[config.mk]
export PLATFORM = sky130hd
export DESIGN_NAME = mole_spawner
export DESIGN_NICKNAME = d
export VERILOG_FILES = /design/src/rtl/mole_spawner.sv
export SDC_FILE = /design/constraint.sdc
export NUM_CORES = 1
export LEC_CHECK = 0
export CORE_ASPECT_RATIO = 1.5
export CORE_MARGIN = 5
export CORE_UTILIZATION = 45
export CTS_CLUSTER_DIAMETER = 40
export DETAILED_ROUTE_END_ITERATION = 12
export GPL_ROUTABILITY_DRIVEN = 1
export GPL_TIMING_DRIVEN = 0
export SLEW_MARGIN = 20
export SYNTH_ARGS = -nofsm -noshare
export SYNTH_HDL_FRONTEND = slang
export SYNTH_SLANG_ARGS = --single-unit
export TNS_END_PERCENT = 20
[constraint.sdc]
create_clock -name clk -period 2.9 [get_ports clk]
set_input_delay 0.435 -clock clk [delete_from_list [all_inputs] [get_ports clk]]
set_output_delay 0.435 -clock clk [all_outputs]
set_load 0.1 [all_outputs]
[src/rtl/mole_spawner.sv]
// Game-side mole generator: pseudo-random position, fixed visible window, hit/miss accounting.
// Latency: every output is registered; mole_visible rises GAP_CYCLES edges after entering GAP.
// No backpressure: mole_is_hitted is a level sampled every cycle; pulses last exactly one cycle.
module mole_spawner #(
  parameter int          UP_CYCLES  = 50_000_000,
  parameter int          GAP_CYCLES = 12_500_000,
  parameter logic [15:0] LFSR_SEED  = 16'hACE1,
  parameter int          SCORE_W    = 8
) (
  input  logic               clk,
  input  logic               rst_n,
  input  logic               is_started,
  input  logic               mole_is_hitted,
  output logic [1:0]         mole_row,
  output logic [1:0]         mole_col,
  output logic               mole_visible,
  output logic [SCORE_W-1:0] score,
  output logic [SCORE_W-1:0] misses,
  output logic               hit_pulse,
  output logic               miss_pulse
);

  localparam int MAX_CYCLES = (UP_CYCLES > GAP_CYCLES) ? UP_CYCLES : GAP_CYCLES;
  localparam int TW         = $clog2(MAX_CYCLES);
  localparam logic [TW-1:0] UP_LAST  = TW'(UP_CYCLES - 1);
  localparam logic [TW-1:0] GAP_LAST = TW'(GAP_CYCLES - 1);
  localparam logic [SCORE_W-1:0] CNT_MAX = {SCORE_W{1'b1}};

  typedef enum logic [1:0] {IDLE, GAP, UP} state_t;

  state_t             state_q, state_d;
  logic [TW-1:0]      timer_q, timer_d;
  logic [15:0]        lfsr_q, lfsr_d;
  logic               armed_q, armed_d;
  logic [3:0]         pos_d;
  logic               vis_d, hit_d, miss_d;
  logic [SCORE_W-1:0] score_d, misses_d;
  logic               fb;
  logic [3:0]         cand, pick;

  // Taps 16,14,13,11 of the Fibonacci polynomial; feedback enters bit 0.
  assign fb = lfsr_q[15] ^ lfsr_q[13] ^ lfsr_q[12] ^ lfsr_q[10];
  // The displayed position doubles as the "previous position": it only changes when a new mole spawns.
  assign cand = lfsr_q[3:0];
  assign pick = (cand == {mole_row, mole_col}) ? cand + 4'd1 : cand;

  // Next-state and next-output logic for the spawn/visible/score sequencing.
  always_comb begin
    state_d  = state_q;
    timer_d  = timer_q;
    lfsr_d   = {lfsr_q[14:0], fb};
    armed_d  = armed_q;
    pos_d    = {mole_row, mole_col};
    vis_d    = mole_visible;
    score_d  = score;
    misses_d = misses;
    hit_d    = 1'b0;
    miss_d   = 1'b0;
    case (state_q)
      IDLE: begin
        vis_d   = 1'b0;
        timer_d = '0;
        if (is_started) begin
          state_d  = GAP;
          score_d  = '0;
          misses_d = '0;
        end
      end
      GAP: begin
        if (!is_started) begin
          state_d = IDLE;
          timer_d = '0;
          vis_d   = 1'b0;
        end else if (timer_q == GAP_LAST) begin
          state_d = UP;
          timer_d = '0;
          vis_d   = 1'b1;
          armed_d = 1'b0;
          pos_d   = pick;
        end else begin
          timer_d = timer_q + TW'(1);
        end
      end
      UP: begin
        if (!is_started) begin
          state_d = IDLE;
          timer_d = '0;
          vis_d   = 1'b0;
        end else begin
          // A key must be seen released during this mole before a press counts.
          if (!mole_is_hitted) armed_d = 1'b1;
          if (mole_is_hitted && armed_q) begin
            score_d = (score == CNT_MAX) ? score : score + SCORE_W'(1);
            hit_d   = 1'b1;
            vis_d   = 1'b0;
            state_d = GAP;
            timer_d = '0;
          end else if (timer_q == UP_LAST) begin
            misses_d = (misses == CNT_MAX) ? misses : misses + SCORE_W'(1);
            miss_d   = 1'b1;
            vis_d    = 1'b0;
            state_d  = GAP;
            timer_d  = '0;
          end else begin
            timer_d = timer_q + TW'(1);
          end
        end
      end
      default: begin
        state_d = IDLE;
        timer_d = '0;
        vis_d   = 1'b0;
      end
    endcase
  end

  // State and output registers with synchronous active-low reset.
  always_ff @(posedge clk) begin
    if (!rst_n) begin
      state_q      <= IDLE;
      timer_q      <= '0;
      lfsr_q       <= LFSR_SEED;
      armed_q      <= 1'b0;
      mole_row     <= 2'd0;
      mole_col     <= 2'd0;
      mole_visible <= 1'b0;
      score        <= '0;
      misses       <= '0;
      hit_pulse    <= 1'b0;
      miss_pulse   <= 1'b0;
    end else begin
      state_q      <= state_d;
      timer_q      <= timer_d;
      lfsr_q       <= lfsr_d;
      armed_q      <= armed_d;
      mole_row     <= pos_d[3:2];
      mole_col     <= pos_d[1:0];
      mole_visible <= vis_d;
      score        <= score_d;
      misses       <= misses_d;
      hit_pulse    <= hit_d;
      miss_pulse   <= miss_d;
    end
  end

endmodule
# Yosys cells after proc, flatten, opt, wreduce, memory -nomap -nowiden
# Cells that the tools add are included.
dict set report op_classes {
  addsub 4
  eq_ne 19
  n_mux 37
  bitwise 6
  reduce_logical 12
}
# operator n
set op_table {}
lappend op_table {{26-bit 2-to-1 mux} 5}
lappend op_table {{8-bit 2-to-1 mux} 8}
lappend op_table {{26-bit one-hot mux with 2 select lines} 1}
lappend op_table {{8-bit one-hot mux with 2 select lines} 2}
lappend op_table {{26-bit by 1-bit adder with 26-bit output, second input constant} 1}
lappend op_table {{26-bit by 24-bit == test with 1-bit output, second input constant} 1}
lappend op_table {{26-bit == test, second input constant} 1}
lappend op_table {{2-bit inequality test, second input constant} 10}
lappend op_table {{8-bit by 1-bit adder with 8-bit output, second input constant} 2}
lappend op_table {{8-bit == test, second input constant} 2}
lappend op_table {{2-bit 2-to-1 mux} 6}
lappend op_table {{1-bit 2-to-1 mux} 11}
lappend op_table {{5-bit AND reduction} 2}
lappend op_table {{3-bit AND reduction} 3}
lappend op_table {{2-bit one-hot mux with 3 select lines} 1}
lappend op_table {{6-bit AND reduction} 1}
lappend op_table {{4-bit by 1-bit adder with 4-bit output, second input constant} 1}
lappend op_table {{4-bit == test} 1}
lappend op_table {{4-bit 2-to-1 mux} 1}
lappend op_table {{4-bit inequality test, second input constant} 1}
lappend op_table {{1-bit one-hot mux with 2 select lines} 2}
lappend op_table {{2-bit nonzero test} 2}
lappend op_table {{4-bit OR reduction} 1}
lappend op_table {{3-bit inequality test, second input constant} 1}
lappend op_table {{7 further kinds} 11}
dict set report totals {
  reg_bits 68
  in_bits 4
  out_inout_bits 23
  word_cells 89
}

# Logic depth before layout (Yosys ltp)
# Gate-level depths: netlist (run 1).
dict set report logic_depth {
  ltp_word 6
  mapped_depth 10
  ltp_nobuf 7
}

# Least setup slack after synthesis (run 1)
# OpenSTA, ideal clock, no wires.
dict set report synth_path {
  path_kind {reg-to-reg}
  startpoint {register misses[0]}
  endpoint {register misses[3]}
  setup_time_ps 121
  t_arrival_ps 2541
  required_ps 2779
  slack_ps 238
  stages_incl_launch_ff 8
  n_path_buf 1
  period_less_slack_ps 2662
  cell_sequence {dfxtp_1 > ha_1 > nand3_1 > or2_2 > o2111ai_1 > clkbuf_1 > a2111o_1 > nand2_1}
}
dict set report synth_between {
  elab_chain_cells 6
  elab_cells_between_ends 9
  cone_classes {add/sub: 1; eq/ne: 2; mux: 5; reduce/logical: 1}
}
# element line_no
set synth_rtl {}
lappend synth_rtl {{start: declaration} 18} ;# output logic [SCORE_W-1:0] misses,
lappend synth_rtl {{start signal: assignment} 140} ;# misses <= misses_d;
lappend synth_rtl {{8-bit by 1-bit adder with 8-bit output} 99} ;# misses_d = (misses == CNT_MAX) ? misses : misses + SCORE_W'(1);
lappend synth_rtl {{8-bit 2-to-1 mux} 99}
lappend synth_rtl {{8-bit 2-to-1 mux} 98} ;# end else if (timer_q == UP_LAST) begin
lappend synth_rtl {{8-bit 2-to-1 mux} 92} ;# if (mole_is_hitted && armed_q) begin
lappend synth_rtl {{8-bit 2-to-1 mux} 85} ;# if (!is_started) begin
lappend synth_rtl {{8-bit one-hot mux with 2 select lines} 59} ;# case (state_q)
# Parallel ways exist; a longest one is shown, timed or not. The select of a mux whose other input is x is not followed.
# A chain may end at the register's enable or synchronous reset.

# Final worst setup path (run 1)
dict set report layout_path {
  startpoint {register state_q[0]}
  endpoint {register score[0]}
}
dict set report layout_between {
  elab_chain_cells 3
  elab_cells_between_ends 9
  cone_classes {eq/ne: 5; mux: 1; reduce/logical: 3}
}
# element line_no
set layout_rtl {}
lappend layout_rtl {{start: declaration} 31} ;# state_t state_q, state_d;
lappend layout_rtl {{start signal: assignment} 132} ;# state_q <= state_d;
lappend layout_rtl {{2-bit == test or 2-bit zero test (tied branches)} 59}
lappend layout_rtl {{2-bit inequality test (no line) or 2-bit nonzero test (tied branches)} -}
lappend layout_rtl {{5-bit AND reduction (no line)} -}
lappend layout_rtl {{end signal: assignment} 139} ;# score <= score_d;
lappend layout_rtl {{end: declaration} 17} ;# output logic [SCORE_W-1:0] score,
# Parallel ways exist; a longest one is shown, timed or not.

==> results.sh, run 1 <==
export IMPL_worst_setup_path_type="register to register"
export IMPL_use_met2=0.314
export IMPL_holdPathStages=1
export IMPL_worstMarginPinSlew_ns=0.976
export IMPL_hold_viol_final=0
export IMPL_ir_worst_vdd_v=0.000346
export IMPL_slowest_stage="clkbuf_1"
export IMPL_h_tree_depth=3
export IMPL_drv_slew=0
export IMPL_synth_top_area_frac=0.433
export IMPL_vias=2534
export IMPL_grt_overflow_total=0
export IMPL_route_detailed_drc=0
export IMPL_cp_required_ns=3.18
export IMPL_met1_usage=0.174
export IMPL_ctsHoldBuffers=0
export IMPL_post_cts_setup_buffers=0
export IMPL_die_area_um2=8790
export IMPL_setup_tns_final_ns=0
export IMPL_grt_pass1_wl_um=11900
export IMPL_antenna_found_initial=0
export IMPL_drt_initial_drc_count=84
export IMPL_die_w_um=78.3
export IMPL_reg2regPathDepth=10
export IMPL_ios=27
export IMPL_fin_crit_sh=0.858
export IMPL_diodes=0
export IMPL_top_usage_layer="met2"
export IMPL_portBuffers=25
export IMPL_ys_seq_area_frac=0.433
export IMPL_path_max_fanout=10
export IMPL_critical_path_arrival_ns=2.77
export IMPL_cts_resized=0
export IMPL_final_cell_mix="dfxtp_1 (68), nor2_1 (47), nand2_1 (29)"
export IMPL_hp_class="register to register"
export IMPL_grt_max_degree=11
export IMPL_cp_num_buf_inv=5
export IMPL_first_global_vias=2628
export IMPL_ys_warnings_count=0
export IMPL_synth_main_ff_cell="dfxtp_1"
export IMPL_met3_usage=0.0482
export IMPL_die_h_um=112
export IMPL_gp_congestion=0.874
export IMPL_cts_buffers=9
export IMPL_power_density_nw_per_um2=527
export IMPL_detail_route_wl_per_cell_um=14.7
export IMPL_rsz0062_at_grt="no"
export IMPL_fillerInstances=687
export IMPL_clkTransAtPathRegs_ns=0.07
export IMPL_grt_use_total=0.172
export IMPL_design_area_um2=3670
export IMPL_fin_crit_ns=2.49
export IMPL_ant_nets=0
export IMPL_synth_top_area_cell="dfxtp_1"
export IMPL_dp_hpwl_um=5230
export IMPL_drive_above_1_share=0.0902
export IMPL_fin_util=0.535
export IMPL_path_cells="inv_1 > ha_1 > clkbuf_1 > inv_1 > nand3_1 > clkbuf_1 > clkbuf_1 > nand3_1 > o31a_1 > nor2_1"
export IMPL_relSlewSlack=0.347
export IMPL_root_buffer="clkbuf_8"
export IMPL_crit_family="buffers and inverters"
export IMPL_routed_wl_um=6850
export IMPL_multi_input_area_um2=1690
export IMPL_syn_avg_cell_area_um2=9.01
export IMPL_crit_path_max_incr_delay_ns=0.43
export IMPL_via_per_inst=5.44
export IMPL_synth_edf_count=0
export IMPL_dr_pass1_iters=4
export IMPL_setup_viol=0
export IMPL_netlist_area_um2=3140
export IMPL_drv_cap=0
export IMPL_regArea_um2=1360
export IMPL_synth_seq_cells=68
export IMPL_finalNetCount=397
export IMPL_cp_depth=10
export IMPL_final_common_cell="dfxtp_1"
export IMPL_post_dp_cell_area_um2=3490
export IMPL_cts_tree="done"
export IMPL_start_util=0.459
export IMPL_clock_latency_ns=0.34
export IMPL_cts_buffer_depth=2
export IMPL_synth_area_leaders="dfxtp_1 (43%), xnor2_1 (6.7%), nor2_1 (5.6%), xor2_1 (4.2%), nand2_1 (3.5%)"
export IMPL_cts_sinks=68
export IMPL_status="finished, final reports clean"
export IMPL_core_um2=6850
export IMPL_async_reset_ff_frac=0
export IMPL_syn_inst=349
export IMPL_clock_skew_ns=0.00639
export IMPL_fmax_mhz=402
export IMPL_yosysUniqueCellTypes=50
export IMPL_synthToLayoutAreaGrowth_pct=16.6
export IMPL_p_leak_nw=1.23
export IMPL_crit_top_cell="clkbuf_1"
export IMPL_rows=37
export IMPL_synth_fp_nets=361
export IMPL_startpoint_type="register"
export IMPL_end_kind="register"
-- sequential cells by signal, summed over array words and instances (netlist names) --
register      flops
armed_q           1
hit_pulse         1
lfsr_q           16
state_q           2
mole_row          2
timer_q          26
mole_visible      1
misses            8
miss_pulse        1
mole_col          2
score             8
-- area by class of cell --
class	count	area share
multi-input cells	262	0.460
clock inverters	2	0.00273
inverters	8	0.00819
well taps	78	0.0266
repair buffers	25	0.0682
plain buffers	11	0.0184
flip-flops and latches	68	0.371
clock buffers	12	0.0450
-- stage by stage --
stage	hold slack [ns]	total power [mW]	std cells	worst slack, ns
CTS	0.418	1.96	466	0.401
detailed placement	0.401	1.26	452	0.381
global placement	0.393	1.26	452	0.386
floorplan	0.386	1.19	349	0.238
finish	0.411	1.93	466	0.411
global route	0.432	2.04	466	0.163
-- report_power, final --
part / internal, mW / total (mW) / switching (mW)
combinational: 0.0968 / 0.251 / 0.155
sequential: 0.961 / 0.985 / 0.0244
clock: 0.368 / 0.696 / 0.328
-- cells in the mapped netlist (2+ instances only) --
master     instances
or4b_4             2
nand4_1           14
a22oi_1            2
a21oi_1           11
a2111o_1           2
or3_1              5
xor2_1            15
dfxtp_1           68
and4_1             3
and3_1             7
clkbuf_1           8
nand2b_1           7
inv_1              8
or2_2              5
and2_1             9
o22ai_1            2
nor3_1             7
xnor2_1           24
nor4_1             5
mux2i_1            4
a211oi_1           7
a31oi_1            2
nand3_1           20
or3_2              2
buf_6              2
o2111ai_1          3
nor2_1            47
nand2_1           29
ha_1               8
-- routing by layer --
metal / vias up / routed length, um / part of all wire
met5: - / 0 / 0
met3: 12 / 232 / 0.034
met4: 0 / 202 / 0.030
met1: 1189 / 2790 / 0.41
met2: 41 / 3620 / 0.53
li1: 1292 / - / -
-- kinds of logic after synthesis --
family          count (synthesis)  synth area share
compound gates                 39            0.0923
xor+xnor                       39             0.109
fa+ha+maj                       8            0.0318
buf+inv                        19            0.0310
flops                          68             0.433
mux                             4            0.0127
simple gates                  172             0.290
-- path summary, 6_finish.rpt --
path                      endpoint  slack (ns)               startpoint
max          score[0]$_SDFFE_PN0P_        0.41  state_q[0]$_SDFFE_PN0P_
min           lfsr_q[5]$_SDFF_PN1_        0.41     lfsr_q[4]$_SDFF_PN0_
max reg2reg  score[0]$_SDFFE_PN0P_        0.41  state_q[0]$_SDFFE_PN0P_
min reg2reg   lfsr_q[5]$_SDFF_PN1_        0.41     lfsr_q[4]$_SDFF_PN0_
No activity file was read; power rests on OpenSTA's default activity.
==> run 2: changes to the inputs <==
--- a/config.mk
+++ b/config.mk
@@ -12,7 +12,7 @@
 export DETAILED_ROUTE_END_ITERATION = 12
 export GPL_ROUTABILITY_DRIVEN = 1
 export GPL_TIMING_DRIVEN = 0
-export SLEW_MARGIN = 20
+export SLEW_MARGIN = 10
 export SYNTH_ARGS = -nofsm -noshare
 export SYNTH_HDL_FRONTEND = slang
 export SYNTH_SLANG_ARGS = --single-unit
==> results of run 2 <==
The final DEF is identical to that of run 1; final timing and power are the same.
==> run 3: changes to the inputs <==
--- a/config.mk
+++ b/config.mk
@@ -5,6 +5,7 @@
 export SDC_FILE = /design/constraint.sdc
 export NUM_CORES = 1
 export LEC_CHECK = 0
+export CAP_MARGIN = 25
 export CORE_ASPECT_RATIO = 1.5
 export CORE_MARGIN = 5
 export CORE_UTILIZATION = 45
@@ -12,6 +13,7 @@
 export DETAILED_ROUTE_END_ITERATION = 12
 export GPL_ROUTABILITY_DRIVEN = 1
 export GPL_TIMING_DRIVEN = 0
+export PLACE_DENSITY_LB_ADDON = 0.3
 export SLEW_MARGIN = 10
 export SYNTH_ARGS = -nofsm -noshare
 export SYNTH_HDL_FRONTEND = slang
==> run 3 against run 2 <==
Clock skew increased by 0.00082 ns. Sequential share of layout area shrank 0.16 points. Critical path depth down 3. Non-clock buffer count unchanged. Final area rose by 0.44%. Final cell count increased by 0.43%. First-iteration DRC count up 69%. Power increased by 3.1%. Combinational power decreased by 2%. Sequential cell count is the same.
==> results.sh, run 3 (synthesis results as in run 1) <==
export IMPL_worst_setup_path_type="register to register"
export IMPL_portBuffers=25
export IMPL_rsz0062_at_grt="no"
export IMPL_grt_pass1_wl_um=11300
export IMPL_h_tree_depth=3
export IMPL_finalNetCount=397
export IMPL_ir_worst_vdd_v=0.000207
export IMPL_setup_worst_path_start="timer_q[0]$_SDFF_PN0_"
export IMPL_diodes=0
export IMPL_rows=37
export IMPL_hp_class="register to register"
export IMPL_cts_tree="done"
export IMPL_gp_congestion=0.896
export IMPL_reg_top3="timer_q: 26 flops, lfsr_q: 16 flops"
export IMPL_p_leak_nw=1.23
export IMPL_ant_nets=0
export IMPL_ctsHoldBuffers=0
export IMPL_first_global_vias=2529
export IMPL_cts_resized=0
export IMPL_root_buffer="clkbuf_8"
export IMPL_core_um2=6850
export IMPL_cts_buffer_depth=2
export IMPL_post_cts_setup_buffers=0
export IMPL_die_h_um=112
export IMPL_detail_route_wl_per_cell_um=14.3
export IMPL_cp_required_ns=3.20
export IMPL_vias=2594
export IMPL_cts_buffers=9
export IMPL_ios=27
export IMPL_relSlewSlack=0.350
export IMPL_via_per_inst=5.54
export IMPL_drv_cap=0
export IMPL_path_max_fanout=10
export IMPL_status="finished, final reports clean"
export IMPL_end_kind="register"
export IMPL_r2r_start="timer_q[0]$_SDFF_PN0_"
export IMPL_antenna_found_initial=0
export IMPL_drt_initial_drc_count=142
export IMPL_hold_viol_final=0
export IMPL_clock_latency_ns=0.35
export IMPL_synthToLayoutAreaGrowth_pct=17.2
export IMPL_dr_pass1_iters=4
export IMPL_setup_tns_final_ns=0
export IMPL_layout_cells_non_filler=468
export IMPL_clkTransAtPathRegs_ns=0.07
export IMPL_fin_util=0.538
export IMPL_power_density_nw_per_um2=541
export IMPL_dp_cells=452
export IMPL_top_register="timer_q"
export IMPL_route_detailed_drc=0
export IMPL_die_area_um2=8790
export IMPL_die_w_um=78.3
export IMPL_start_util=0.459
export IMPL_critical_path_arrival_ns=2.74
export IMPL_grt_overflow_total=0
export IMPL_drv_slew=0
export IMPL_clock_skew_ns=0.00721
export IMPL_routed_wl_um=6700
export IMPL_final_cell_mix="dfxtp_1 (68), nor2_1 (47), nand2_1 (29)"
export IMPL_setup_viol=0
export IMPL_final_common_cell="dfxtp_1"
export IMPL_largest_register_ffs=26
export IMPL_drive_above_1_share=0.0923
export IMPL_dp_hpwl_um=4920
export IMPL_cts_sinks=68
export IMPL_fmax_mhz=410
export IMPL_grt_max_degree=13
export IMPL_worstMarginPinSlew_ns=0.972
export IMPL_fin_crit_sh=0.841
export IMPL_hold_start="lfsr_q[14]$_SDFF_PN0_"
export IMPL_grt_use_total=0.163
export IMPL_fin_crit_ns=2.44
export IMPL_startpoint_type="register"
-- run 3: cell types whose count changed in the layout (fill, tap and decap cells not counted) --
| cell | delta |
|---|---|
| clkbuf_8 | -3 |
| bufinv_16 | +1 |
| inv_6 | +1 |
| clkbuf_1 | +1 |
| clkinvlp_4 | +2 |
-- run 3: critical path: stages (launching register included) --
cell	delay [ns]
dfxtp_1	0.37
ha_1	0.27
nand3_1	0.18
nor4_2	0.44
o2111ai_1	0.32
clkbuf_1	0.30
a2111o_1	0.45
nand2_1	0.07
-- run 3: layout make-up --
type	instances	area, um2
clock buffers	10	128
multi-input cells	262	1690
plain buffers	11	67.6
well taps	78	97.6
repair buffers	25	250
flip-flops and latches	68	1360
clock inverters	6	63.8
inverters	8	30.0
fillers	654	3170
-- run 3: final timing paths --
kind	to	depth (start not counted)	slack [ns]
max	misses[2]$_SDFFE_PN0P_	7	0.46
min	lfsr_q[15]$_SDFF_PN1_	1	0.41
max reg2reg	misses[2]$_SDFFE_PN0P_	7	0.46
min reg2reg	lfsr_q[15]$_SDFF_PN1_	1	0.41
-- run 3: per-layer routing --
metal  track usage  wire length [um]  up-vias
met1         0.169              2740     1218
li1              -                 -     1300
met3        0.0401               282       19
met2         0.292              3440       57
met5             0                 0        -
met4        0.0933               242        0
-- run 3: metrics by stage --
stage          setup slack [ns]  power [mW]  hold WS [ns]  area (um2)
2_1_floorplan             0.238        1.19         0.386        3140
3_3_place_gp              0.412        1.25         0.392        3490
3_5_place_dp              0.417        1.25         0.396        3490
4_1_cts                   0.446        2.02         0.412        3680
5_1_grt                   0.200        2.09         0.431        3680
6_report                  0.461        1.99         0.411        3680
-- run 3: power by group --
group | internal [mW] | total [mW] | switching [mW]
clock | 0.397 | 0.763 | 0.366
combinational | 0.0971 | 0.245 | 0.148
sequential | 0.960 | 0.984 | 0.0238
total | 1.45 | 1.99 | 0.538
